===== config.mk =====
export PLATFORM = sky130hd
export DESIGN_NAME = icache_sa_refill_flat
export DESIGN_NICKNAME = d
export VERILOG_FILES = /design/src/rtl/icache_sa_refill_if.sv /design/src/rtl/icache_sa_refill.sv /design/src/flat_wrapper.sv
export SDC_FILE = /design/constraint.sdc
export NUM_CORES = 1
export LEC_CHECK = 0
export ABC_AREA = 1
export CORE_MARGIN = 1
export CORE_UTILIZATION = 45
export DETAILED_ROUTE_END_ITERATION = 10
export HOLD_SLACK_MARGIN = 0.1
export PLACE_DENSITY = 0.67
export SYNTH_ARGS = -nofsm -noshare
export SYNTH_HDL_FRONTEND = slang
export SYNTH_SLANG_ARGS = --single-unit

===== constraint.sdc =====
create_clock -name clk -period 4.8 [get_ports clk]
set_input_delay 1.44 -clock clk [delete_from_list [all_inputs] [get_ports clk]]
set_output_delay 1.44 -clock clk [all_outputs]
set_load 0.005 [all_outputs]

===== src/rtl/icache_sa_refill_if.sv =====
// Fetch-side lookup and word-serial refill signals shared by the icache and its environment.
// The cache side uses the master modport; the fetch stage / memory model uses slave.
interface icache_sa_refill_if #(
    parameter int ADDR_W = 32,
    parameter int DATA_W = 32
);
    logic              fetch_req;
    logic [ADDR_W-1:0] fetch_addr;
    logic [DATA_W-1:0] fetch_instr;
    logic              icache_stall;
    logic              flush;
    logic              mem_req;
    logic [ADDR_W-1:0] mem_addr;
    logic              mem_ack;
    logic              mem_rvalid;
    logic [DATA_W-1:0] mem_rdata;

    modport master (
        input  fetch_req, fetch_addr, flush, mem_ack, mem_rvalid, mem_rdata,
        output fetch_instr, icache_stall, mem_req, mem_addr
    );

    modport slave (
        output fetch_req, fetch_addr, flush, mem_ack, mem_rvalid, mem_rdata,
        input  fetch_instr, icache_stall, mem_req, mem_addr
    );
endinterface


===== src/rtl/icache_sa_refill.sv =====
// Set-associative instruction cache with combinational lookup, word-serial line refill,
// round-robin replacement, whole-cache flush and saturating hit/miss counters.
module icache_sa_refill #(
    parameter int ADDR_W     = 32,
    parameter int DATA_W     = 32,
    parameter int LINE_WORDS = 4,
    parameter int NUM_SETS   = 4,
    parameter int NUM_WAYS   = 2,
    parameter int COUNT_W    = 32
) (
    input  logic               clk,
    input  logic               reset,
    icache_sa_refill_if.master bus,
    output logic [COUNT_W-1:0] hit_count,
    output logic [COUNT_W-1:0] miss_count
);
    localparam int BYTE_BITS = $clog2(DATA_W / 8);
    localparam int WORD_BITS = $clog2(LINE_WORDS);
    localparam int OFF       = BYTE_BITS + WORD_BITS;
    localparam int SET_BITS  = $clog2(NUM_SETS);
    localparam int IDX_W     = (SET_BITS > 0) ? SET_BITS : 1;
    localparam int WAY_W     = (NUM_WAYS > 1) ? $clog2(NUM_WAYS) : 1;
    localparam int TAG_W     = ADDR_W - OFF - SET_BITS;
    localparam int LINE_AW   = (NUM_SETS * NUM_WAYS > 1) ? $clog2(NUM_SETS * NUM_WAYS) : 1;
    localparam int LINES     = 2 ** LINE_AW;
    localparam int SETS_D    = 2 ** IDX_W;

    typedef enum logic [1:0] {IDLE, REQ, FILL} state_t;

    state_t                         state_reg, state_next;
    logic [ADDR_W-1:0]              line_addr_reg, line_addr_next;
    logic [WAY_W-1:0]               victim_reg, victim_next;
    logic [WORD_BITS-1:0]           beat_reg, beat_next;
    logic                           flush_pend_reg, flush_pend_next;
    logic                           just_filled_reg, just_filled_next;
    logic [LINES-1:0]               valid_reg, valid_next;
    logic [SETS_D-1:0][WAY_W-1:0]   rr_reg, rr_next;
    logic [COUNT_W-1:0]             hit_cnt_reg, hit_cnt_next;
    logic [COUNT_W-1:0]             miss_cnt_reg, miss_cnt_next;

    logic [TAG_W-1:0]  tag_mem  [LINES];
    logic [DATA_W-1:0] data_mem [LINES * LINE_WORDS];

    logic [IDX_W-1:0]     req_set, fill_set;
    logic [TAG_W-1:0]     req_tag, fill_tag;
    logic [WORD_BITS-1:0] req_word;
    logic [NUM_WAYS-1:0]  way_valid, way_hit;
    logic [WAY_W-1:0]     hit_way, victim_sel;
    logic                 hit, last_beat;
    logic [DATA_W-1:0]    hit_data;

    // Flat line number of (set, way) in the tag/valid/data arrays.
    function automatic logic [LINE_AW-1:0] line_of(input logic [IDX_W-1:0] s,
                                                   input logic [WAY_W-1:0] w);
        return LINE_AW'(int'(s) * NUM_WAYS + int'(w));
    endfunction

    generate
        if (SET_BITS > 0) begin : g_set
            assign req_set  = bus.fetch_addr[OFF +: SET_BITS];
            assign fill_set = line_addr_reg[OFF +: SET_BITS];
        end else begin : g_noset
            assign req_set  = '0;
            assign fill_set = '0;
        end
    endgenerate

    assign req_tag  = bus.fetch_addr[ADDR_W-1 -: TAG_W];
    assign fill_tag = line_addr_reg[ADDR_W-1 -: TAG_W];
    assign req_word = bus.fetch_addr[BYTE_BITS +: WORD_BITS];

    generate
        for (genvar gi = 0; gi < NUM_WAYS; gi++) begin : g_way
            assign way_valid[gi] = valid_reg[line_of(req_set, WAY_W'(gi))];
            assign way_hit[gi]   = way_valid[gi] &&
                                   (tag_mem[line_of(req_set, WAY_W'(gi))] == req_tag);
        end
    endgenerate

    // Lowest-index hit way; victim is the lowest invalid way, else the set's pointer.
    always_comb begin
        hit_way    = '0;
        victim_sel = rr_reg[req_set];
        for (int w = NUM_WAYS - 1; w >= 0; w--) begin
            if (way_hit[w])    hit_way    = WAY_W'(w);
            if (!way_valid[w]) victim_sel = WAY_W'(w);
        end
    end

    assign hit       = |way_hit;
    assign hit_data  = data_mem[{line_of(req_set, hit_way), req_word}];
    assign last_beat = (beat_reg == WORD_BITS'(LINE_WORDS - 1));

    assign bus.fetch_instr  = (state_reg == IDLE && bus.fetch_req && hit) ? hit_data : '0;
    assign bus.icache_stall = (state_reg != IDLE) || (bus.fetch_req && (!hit || bus.flush));
    assign bus.mem_req      = (state_reg == REQ);
    assign bus.mem_addr     = line_addr_reg;
    assign hit_count        = hit_cnt_reg;
    assign miss_count       = miss_cnt_reg;

    always_comb begin
        state_next       = state_reg;
        line_addr_next   = line_addr_reg;
        victim_next      = victim_reg;
        beat_next        = beat_reg;
        flush_pend_next  = flush_pend_reg;
        just_filled_next = 1'b0;
        valid_next       = valid_reg;
        rr_next          = rr_reg;
        hit_cnt_next     = hit_cnt_reg;
        miss_cnt_next    = miss_cnt_reg;
        case (state_reg)
            IDLE: begin
                if (bus.flush) begin
                    valid_next = '0;
                end else if (bus.fetch_req) begin
                    if (hit) begin
                        if (!just_filled_reg && hit_cnt_reg != '1)
                            hit_cnt_next = hit_cnt_reg + COUNT_W'(1);
                    end else begin
                        line_addr_next  = {bus.fetch_addr[ADDR_W-1:OFF], {OFF{1'b0}}};
                        victim_next     = victim_sel;
                        beat_next       = '0;
                        flush_pend_next = 1'b0;
                        if (miss_cnt_reg != '1)
                            miss_cnt_next = miss_cnt_reg + COUNT_W'(1);
                        state_next = REQ;
                    end
                end
            end
            REQ: begin
                if (bus.flush)   flush_pend_next = 1'b1;
                if (bus.mem_ack) state_next      = FILL;
            end
            FILL: begin
                if (bus.flush) flush_pend_next = 1'b1;
                if (bus.mem_rvalid) begin
                    beat_next = beat_reg + WORD_BITS'(1);
                    if (last_beat) begin
                        // A flush seen during the refill also kills the line just written.
                        if (flush_pend_reg || bus.flush)
                            valid_next = '0;
                        else
                            valid_next[line_of(fill_set, victim_reg)] = 1'b1;
                        rr_next[fill_set] = WAY_W'((int'(rr_reg[fill_set]) + 1) % NUM_WAYS);
                        flush_pend_next   = 1'b0;
                        just_filled_next  = 1'b1;
                        state_next        = IDLE;
                    end
                end
            end
            default: state_next = IDLE;
        endcase
    end

    always_ff @(posedge clk or negedge reset) begin
        if (!reset) begin
            state_reg       <= IDLE;
            line_addr_reg   <= '0;
            victim_reg      <= '0;
            beat_reg        <= '0;
            flush_pend_reg  <= 1'b0;
            just_filled_reg <= 1'b0;
            valid_reg       <= '0;
            rr_reg          <= '0;
            hit_cnt_reg     <= '0;
            miss_cnt_reg    <= '0;
        end else begin
            state_reg       <= state_next;
            line_addr_reg   <= line_addr_next;
            victim_reg      <= victim_next;
            beat_reg        <= beat_next;
            flush_pend_reg  <= flush_pend_next;
            just_filled_reg <= just_filled_next;
            valid_reg       <= valid_next;
            rr_reg          <= rr_next;
            hit_cnt_reg     <= hit_cnt_next;
            miss_cnt_reg    <= miss_cnt_next;
        end
    end

    // Tag and data storage carry no reset; the valid bits guard them.
    always_ff @(posedge clk) begin
        if (state_reg == FILL && bus.mem_rvalid) begin
            data_mem[{line_of(fill_set, victim_reg), beat_reg}] <= bus.mem_rdata;
            if (last_beat)
                tag_mem[line_of(fill_set, victim_reg)] <= fill_tag;
        end
    end
endmodule


===== src/flat_wrapper.sv =====
// flat-port wrapper written by rule: the top's interface ports become plain ports
module icache_sa_refill_flat 
#(
    parameter int ADDR_W     = 32,
    parameter int DATA_W     = 32,
    parameter int LINE_WORDS = 4,
    parameter int NUM_SETS   = 4,
    parameter int NUM_WAYS   = 2,
    parameter int COUNT_W    = 32
)
  (clk, reset, hit_count, miss_count, bus_fetch_req, bus_fetch_addr, bus_flush, bus_mem_ack, bus_mem_rvalid, bus_mem_rdata, bus_fetch_instr, bus_icache_stall, bus_mem_req, bus_mem_addr);
  icache_sa_refill_if #(.ADDR_W(ADDR_W), .DATA_W(DATA_W)) bus_i ();
  input  logic clk;
  input  logic reset;
  output logic [COUNT_W-1:0] hit_count;
  output logic [COUNT_W-1:0] miss_count;
  input wire logic [$bits(bus_i.fetch_req)-1:0] bus_fetch_req;
  input wire logic [$bits(bus_i.fetch_addr)-1:0] bus_fetch_addr;
  input wire logic [$bits(bus_i.flush)-1:0] bus_flush;
  input wire logic [$bits(bus_i.mem_ack)-1:0] bus_mem_ack;
  input wire logic [$bits(bus_i.mem_rvalid)-1:0] bus_mem_rvalid;
  input wire logic [$bits(bus_i.mem_rdata)-1:0] bus_mem_rdata;
  output wire logic [$bits(bus_i.fetch_instr)-1:0] bus_fetch_instr;
  output wire logic [$bits(bus_i.icache_stall)-1:0] bus_icache_stall;
  output wire logic [$bits(bus_i.mem_req)-1:0] bus_mem_req;
  output wire logic [$bits(bus_i.mem_addr)-1:0] bus_mem_addr;
  assign bus_i.fetch_req = bus_fetch_req;
  assign bus_i.fetch_addr = bus_fetch_addr;
  assign bus_i.flush = bus_flush;
  assign bus_i.mem_ack = bus_mem_ack;
  assign bus_i.mem_rvalid = bus_mem_rvalid;
  assign bus_i.mem_rdata = bus_mem_rdata;
  assign bus_fetch_instr = bus_i.fetch_instr;
  assign bus_icache_stall = bus_i.icache_stall;
  assign bus_mem_req = bus_i.mem_req;
  assign bus_mem_addr = bus_i.mem_addr;
  icache_sa_refill #(.ADDR_W(ADDR_W), .DATA_W(DATA_W), .LINE_WORDS(LINE_WORDS), .NUM_SETS(NUM_SETS), .NUM_WAYS(NUM_WAYS), .COUNT_W(COUNT_W)) u_core (.clk(clk), .reset(reset), .bus(bus_i), .hit_count(hit_count), .miss_count(miss_count));
endmodule

; After elaboration in Yosys (flattened, before gate mapping)
; Memories as Yosys holds them, arrays and structs flattened.
; Index checks and enable logic that the tools add are counted.
[classes]
n_addsub = 7
mul = 0
div = 0
magnitude_cmp = 7
n_eq_ne = 14
shift = 0
muxes = 49
bitwise = 3
n_reduce_logical = 27
[op_table]
columns = op, n
row1 = "adder 32 x 1 -> 32 bit, second input constant", 2
row2 = "inequality test 32 bit, second input constant", 2
row3 = == test 26 bit, 2
row4 = two-way mux 32 bit, 1
row5 = two-way mux 8 bit, 4
row6 = two-way mux 1 bit, 23
row7 = two-way mux 2 bit, 10
row8 = case mux 8 bit (2 select lines), 1
row9 = AND reduction 5 bit, 3
row10 = "less-than comparator 3 x 4 -> 1 bit, second input constant", 3
row11 = "inequality test 2 bit, second input constant", 6
row12 = AND reduction 4 bit, 3
row13 = logical AND 1 bit, 9
row14 = bitwise OR 8 bit, 1
row15 = adder 3 x 1 -> 3 bit, 2
row16 = binary-select mux 1 bit (select 2 bit), 3
row17 = "less-than comparator 2 x 3 -> 1 bit, second input constant", 2
row18 = case mux 2 bit (3 select lines), 1
row19 = AND reduction 6 bit, 1
row20 = bitwise mux 4 bit, 1
row21 = "== test 2 bit, second input constant", 2
row22 = case mux 2 bit (2 select lines), 1
row23 = nonzero test 2 bit, 2
row24 = "adder 3 x 1 -> 3 bit, second input constant", 1
row25 = other kinds (17), 21
[word_totals]
ff_bits = 111
latch_bits = 0
mem_bits_rw = 1232
mem_bits_ro = 0
inputBits = 70
out_inout_bits = 130
elab_cells = 122
memories = 2
[memory_table]
columns = name, words, width, read_ports, rd_clocked_by_memory_dff, write_ports, line
row1 = u_core.data_mem, 32, 32, 1, 0, 1, icache_sa_refill.sv:42  ; logic [DATA_W-1:0] data_mem [LINES * LINE_WORDS];
row2 = u_core.tag_mem, 8, 26, 2, 0, 1, icache_sa_refill.sv:41  ; logic [TAG_W-1:0] tag_mem [LINES];

; Depth between registers and ports, before layout
; Gate-level depths: netlist of run 1.
[depth]
depth_word = 10
mapped_depth = 23
depth_no_buf = 18

; Worst setup path after synthesis of run 1
; No wires, ideal clock.
[synth_timing]
kind = input port to output port
from = input port bus_fetch_addr[4]
to = output port bus_fetch_instr[22]
arrival_ps = 3321
required_ps = 3360
slack_ps = 39
cell_stages = 22
path_buffers = 5
cell_sequence = buf_4 > inv_2 > buf_6 > buf_4 > nand2_1 > nand3_1 > nand2_1 > nand2_1 > nand2_1 > inv_1 > nand2_1 > nor2_1 > nand2_1 > nor2_1 > nand2_1 > buf_2 > buf_2 > nand3_1 > nand3_1 > nand3_1 > nand2_1 > nor2_1
[synth_between]
elab_chain_cells = 9
word_cells_on_any_way = 17
classes_between = 2 x add/sub / 2 x eq/ne / 7 x mux / 4 x reduce/logical / 2 x memory
[synth_rtl]
columns = item, line
row1 = from (decl), flat_wrapper.sv:18  ; input wire logic [$bits(bus_i.fetch_addr)-1:0] bus_fetch_addr;
row2 = adder 3 x 1 -> 3 bit, icache_sa_refill.sv:55  ; return LINE_AW'(int'(s) * NUM_WAYS + int'(w));
row3 = memory read (8 x 26 bit) or binary-select mux 1 bit (select 3 bit) (tied branches), --
row4 = == test 26 bit or two-way mux 1 bit (tied branches), "icache_sa_refill.sv:76, icache_sa_refill.sv:74"
row5 = logical AND 1 bit, icache_sa_refill.sv:75  ; assign way_hit[gi] = way_valid[gi] &&
row6 = two-way mux 1 bit (2 in series), icache_sa_refill.sv:85  ; if (way_hit[w]) hit_way = WAY_W'(w);
row7 = adder 3 x 1 -> 3 bit, icache_sa_refill.sv:55
row8 = memory read (32 x 32 bit), --
row9 = two-way mux 32 bit (*), icache_sa_refill.sv:94  ; assign bus.fetch_instr = (state_reg == IDLE && bus.fetch_req && hit) ? hit_data : '0;
row10 = to (decl), flat_wrapper.sv:23  ; output wire logic [$bits(bus_i.fetch_instr)-1:0] bus_fetch_instr;
; Mark *: on every way between the ends. The rest lies on a longest branch, timed or not. The select of a mux whose other input is x is not followed.

; Final worst setup path of run 1
[layout_timing]
from = input port bus_fetch_addr[4]
to = output port bus_fetch_instr[8]
; Same word-level chain as after synthesis.

==> impl_metrics.toml, run 1 <==
[run_status]
status = "complete, but fails checks"
violations = "setup timing"

[critical_path]
timing.rr.end = "u_core.bus.mem_addr[17]"
r2r-start = "u_core.tag_mem[3][0]"
required_ns = 3.36
cp_top_family = "buffers and inverters"
path_buf_inv = 11
rr_worst_depth = 20
start_kind = "input pin"
cp_slowest_cell = "nor2_4"
cpMostUsedCell = "buf_12"
cp.arrival_ns = 4.26
slowest_delay_ns = 0.19
critPathMaxFanout = 8
critPathCaptureType = "output pin"
crit_type = "in2out"
r2r_slack_ns = 1.79

[floorplanning]
coreArea_mm2 = 0.1243
io-pin-count = 200
initial_utilization_pct = 45.53
die_w_um = 356.6
die_area_mm2 = 0.1272
die_h_um = 356.6
rows = 129

[cts]
root_buffer = "clkbuf_16"
hold_buffers = 0
htreeDepth = 4
cts_sinks = 1343
cts_buffers = 141
cts_max_path_buffers = 3
clk_pin_slew_ns = 0.06
worstSkewPairLatency_ns = 0.78
cts_tree = "built"

[global_route]
grt_max_degree = 64
grt_pass1_vias = 39465
grt_pass1_wl_um = 246600
gr-total-overflow = 0
grt_use_total_pct = 26.05
antenna_found_initial = 19

[min_path]
min_delay_path_depth = 2
worstHoldPathType = "reg2reg"
holdPathEnd = "u_core.valid_reg[5]"
worstHoldStart = "u_core.valid_reg[5]"

[pwr]
leakage_nw = 26.29
p_total_mw = 27.15
ir_drop_mv = 0.4319
pwr_density_cell_mw_per_mm2 = 378.9

[sta]
period_needed_ns = 5.701
hold_viol_final = 0
tns_ns = -25.79
max_slew_margin_pct = 18.46
rsz0062_at_grt = "true"
fin_skew_ns = 0.02534
min_period_over_period_pct = 118.8
fmax_ghz = 0.1754
slew_viol_final = 0
setup-violations-final = 33
setup_ws_ns = -0.9006
worst_pin_slew_ns = 1.219

[place]
gp_congestion = 0.9120
portBuffers = 193
dp_hpwl_um = 95010

[routing]
drt_iter0_drc = 4833
viasPerCell = 5.788
wire_per_inst_um = 23.60
ant_nets = 0
drtPass1Iterations = 6
drt_wl_total_um = 169700
vias = 41630
route.detailed.drc = 0

[synth]
synth_edf_count = 1232
syn_inst = 4926
async_reset_ff_share_pct = 8.265
ys_seq_area_share_pct = 70.29
ys_ff_latch = 1343
syn_area_mm2 = 0.05658
yosysUniqueCellTypes = 39
synth_flop_cell = "edfxtp_1"
yosysWarningCount = 0
synth_area_per_cell_um2 = 11.49

[layout]
largest_register_ffs = 1024
largest-register = "u_core.data_mem"
top_regs = "u_core.data_mem (1024), u_core.tag_mem (208)"
syn_to_final_growth_pct = 26.62
layout.nets = 5505
most-common-layout-cells = "nand2_1 (1441), edfxtp_1 (1232), nand3_1 (316)"
final_layout_size_suffix_gt1_share_pct = 19.99
fill_cells = 9728
final_common_cell = "nand2_1"

[run]
maxCapViolations = 0
-- layout make-up --
| cell class | instances | area (µm²) | area share [%] |
|---|---|---|---|
| sequential | 1343 | 39770 | 55.52 |
| multi-input combinational | 3168 | 17090 | 23.85 |
| timing repair buffer | 643 | 7681 | 10.72 |
| clock buffer | 180 | 3790 | 5.290 |
| tap | 1637 | 2048 | 2.859 |
| clock inverter | 81 | 683.2 | 0.9535 |
| inverter | 127 | 534.3 | 0.7457 |
| antenna | 12 | 30.03 | 0.04191 |
| timing repair inverter | 1 | 16.27 | 0.02270 |
-- report_power, final --
part	internal, mW	switching, mW
registers	13.3	0.389
clock network	6.05	4.56
logic	1.09	1.73
total	20.5	6.67
-- worst max path at each step --
| stage | start | endpoint | cells past startpoint |
|---|---|---|---|
| floorplan | bus_fetch_addr[4] | bus_fetch_instr[22] | 22 |
| global placement | bus_fetch_addr[4] | bus_fetch_instr[31] | 22 |
| detailed placement | bus_fetch_addr[5] | bus_fetch_instr[29] | 20 |
| CTS | bus_fetch_addr[5] | bus_fetch_instr[3] | 23 |
| global route | bus_fetch_addr[4] | bus_fetch_instr[8] | 24 |
| finish | bus_fetch_addr[4] | bus_fetch_instr[8] | 25 |
-- cell families (layout without fill, tap and decap cells) --
| logic type | after synthesis | in the layout | synth area share [%] |
|---|---|---|---|
| other cells | 1 | 16 | 0.006628 |
| flops | 1343 | 1343 | 70.29 |
| buf+inv | 419 | 1032 | 3.171 |
| compound gates | 619 | 619 | 7.558 |
| xor+xnor | 64 | 64 | 0.9907 |
| simple gates | 2470 | 2471 | 17.76 |
| fa+ha+maj | 10 | 10 | 0.2211 |
-- per-layer routing --
layer  share of wire (%)  vias up  global-route usage [%]
met5               0.020        -                       0
met4                 4.1        6                   11.85
met3                 9.7      436                   5.862
met2                  48     2176                   41.92
met1                  38    20420                   33.66
li1                    -    18592                       -
-- worst min-delay path, stage by stage, from the launching register on --
cell	delay, ns
dfrtp_1	0.34
a21oi_1	0.04
nor2_1	0.07
-- what timing repair did --
action,CTS,global route
setup endpoints to repair,33,33
pin swaps,115,117
setup buffers,76,15
gates resized for setup,479,273
cloned,29,8
hold endpoints to repair,0,0
-- cells in the mapped netlist, types with 26 or more instances --
master / number / share of area [%]
a21oi_1: 240 / 2.1
a32o_1: 223 / 3.9
buf_2: 52 / 0.46
clkbuf_1: 196 / 1.3
dfrtp_1: 111 / 4.9
edfxtp_1: 1232 / 65
inv_1: 121 / 0.80
nand2_1: 1571 / 10
nand3_1: 457 / 4.0
nor2_1: 356 / 2.4
nor3_1: 37 / 0.33
o21ai_0: 89 / 0.79
o21ai_1: 26 / 0.23
o22ai_1: 35 / 0.39
xor2_1: 54 / 0.84
-- through the flow --
stage | area [µm²] | hold WS, ns | setup slack [ns] | utilization [%] | std cells
after detailed placement | 63300 | 0.4856 | -1.360 | 50.93 | 6808
after global routing | 71640 | 0.5135 | -0.9960 | 57.64 | 7190
after global placement | 63300 | 0.4793 | -1.345 | 50.93 | 6808
final | 71640 | 0.4974 | -0.9006 | 57.65 | 7192
after floorplan | 56590 | 0.4537 | 0.03926 | - | 4929
after CTS | 70430 | 0.4984 | -0.8198 | 56.67 | 7169
Note: power is estimated with default switching activity, not from simulation.
==> run 2: changes to the inputs <==
Settings changed: TNS_END_PERCENT set to 30.
==> impl_metrics.toml, run 2 (synthesis gave the netlist of run 1 again) <==
[run_status]
status = "complete, but fails checks"
violations = "setup timing"

[critical_path]
cp.arrival_ns = 4.24
start_kind = "input pin"
required_ns = 3.36
critPathMaxFanout = 9
crit_type = "in2out"
critPathCaptureType = "output pin"

[floorplanning]
die_w_um = 356.6
die_area_mm2 = 0.1272
initial_utilization_pct = 45.53
coreArea_mm2 = 0.1243
io-pin-count = 200
die_h_um = 356.6
rows = 129

[min_path]
worstHoldPathType = "reg2reg"

[cts]
cts_max_path_buffers = 3
clk_pin_slew_ns = 0.06
cts_tree = "built"
htreeDepth = 4
cts_sinks = 1343
hold_buffers = 0
cts_buffers = 141
root_buffer = "clkbuf_16"
worstSkewPairLatency_ns = 0.78

[sta]
rsz0062_at_grt = "true"
min_period_over_period_pct = 118.3
slew_viol_final = 0
fin_skew_ns = 0.02157
max_slew_margin_pct = 16.17
setup_ws_ns = -0.8762
tns_ns = -26.67
setup-violations-final = 33
worst_pin_slew_ns = 1.253
fmax_ghz = 0.1762
period_needed_ns = 5.676
hold_viol_final = 0

[place]
dp_hpwl_um = 95010
portBuffers = 193
place_area_mm2 = 0.06330
gp_congestion = 0.9120

[layout]
final_common_cell = "nand2_1"
largest-register = "u_core.data_mem"
fill_cells = 9754
final_layout_size_suffix_gt1_share_pct = 18.72
design_area_mm2 = 0.07113
register_area_mm2 = 0.03977
layout.nets = 5497
most-common-layout-cells = "nand2_1 (1461), edfxtp_1 (1232), nand3_1 (346)"
multiInputGateArea_mm2 = 0.01671
top_regs = "u_core.data_mem (1024), u_core.tag_mem (208)"
largest_register_ffs = 1024
syn_to_final_growth_pct = 25.71

[pwr]
switching_power_mw = 6.669
p_total_mw = 27.13
clock_power_share_pct = 39.1
seq_power_share_pct = 50.6
switching_share_pct = 24.58
internal-power_mw = 20.46
pwr_density_cell_mw_per_mm2 = 381.4
combPwrFrac_pct = 10.3
leakage_nw = 26.15
ir_drop_mv = 0.4126

[routing]
viasPerCell = 5.778
route.detailed.drc = 0
drtPass1Iterations = 6
drt_iter0_drc = 4402
drt_wl_total_um = 168900
ant_nets = 0
vias = 41528
wire_per_inst_um = 23.50

[run]
maxCapViolations = 0

[global_route]
grt_max_degree = 64
grt_pass1_vias = 39366
antenna_found_initial = 17
grt_pass1_wl_um = 245500
gr-total-overflow = 0
grt_use_total_pct = 25.92
run 2: worst paths after layout:
path,to,from,cells after the start,slack (ns)
max in group asynchronous,u_core.bus.mem_addr[24],reset,2,3.10
setup / recovery,bus_fetch_instr[9],bus_fetch_addr[4],25,-0.88
hold / removal,u_core.valid_reg[3],u_core.valid_reg[3],2,0.50
min in group asynchronous,u_core.miss_count[21],reset,1,0.77
setup reg to reg,u_core.bus.mem_addr[17],u_core.tag_mem[7][12],19,2.00
hold reg to reg,u_core.valid_reg[3],u_core.valid_reg[3],2,0.50
run 2: per-layer routing:
metal / part of all wire (%) / global-route usage, % / wire (µm) / vias up
met5: 0.0077 / 0 / 13 / -
met4: 3.6 / 10.98 / 6086 / 2
met3: 9.6 / 5.795 / 16170 / 408
met2: 48 / 42.19 / 81490 / 2135
met1: 39 / 33.42 / 65110 / 20421
li1: - / - / - / 18562
run 2: what timing repair did:
action	in CTS	in global routing
cloned	27	8
endpoints found under the setup margin	33	33
pin swaps	91	133
buffers inserted	61	16
gates resized for setup	378	271
run 2: cell type report:
cell class	instances	share of cell area (%)
diodes	15	0.05277
clock buffers	180	5.328
clock inverters	81	0.9604
inverters	127	0.7458
multi-input cells	3168	23.49
flip-flops and latches	1343	55.92
well taps	1637	2.880
repair buffers	634	10.58
repair inverters	2	0.04573
run 2: critical path, stage by stage:
cell and delay [ns]:
buf_16 0.15, clkinv_16 0.09, buf_12 0.13, buf_16 0.14, buf_6 0.12, nand2_2 0.05, nand3_2 0.08, nand2_1 0.09
nand2_1 0.06, nand2_2 0.13, nand3_2 0.08, nor2_1 0.10, nand2_1 0.07, nor2_2 0.13, nand2_4 0.15, nand2_8 0.20
buf_16 0.13, buf_8 0.12, nand2_1 0.08, nand3_1 0.07, nand2_1 0.06, nor2_2 0.18, nor2_1 0.07, buf_4 0.16
buf_6 0.12
run 2: per-stage QoR:
| stage | hold WS (ns) | std cells | utilization, % | worst slack, ns |
|---|---|---|---|---|
| final | 0.4991 | 7187 | 57.23 | -0.8762 |
| after global routing | 0.5135 | 7183 | 57.23 | -0.9680 |
| after CTS | 0.4984 | 7156 | 56.28 | -0.8335 |
| after detailed placement | 0.4856 | 6808 | 50.93 | -1.360 |
| after global placement | 0.4793 | 6808 | 50.93 | -1.345 |
| after floorplan | 0.4537 | 4929 | - | 0.03926 |
run 2: power by group through the flow:
stage	combinational, mW	clock (mW)	sequential [mW]
floorplan	1.26	0	13.8
global placement	2.53	0	13.9
detailed placement	2.57	0	14.0
CTS	2.70	10.7	13.7
global route	3.03	11.2	13.8
finish	2.79	10.6	13.7
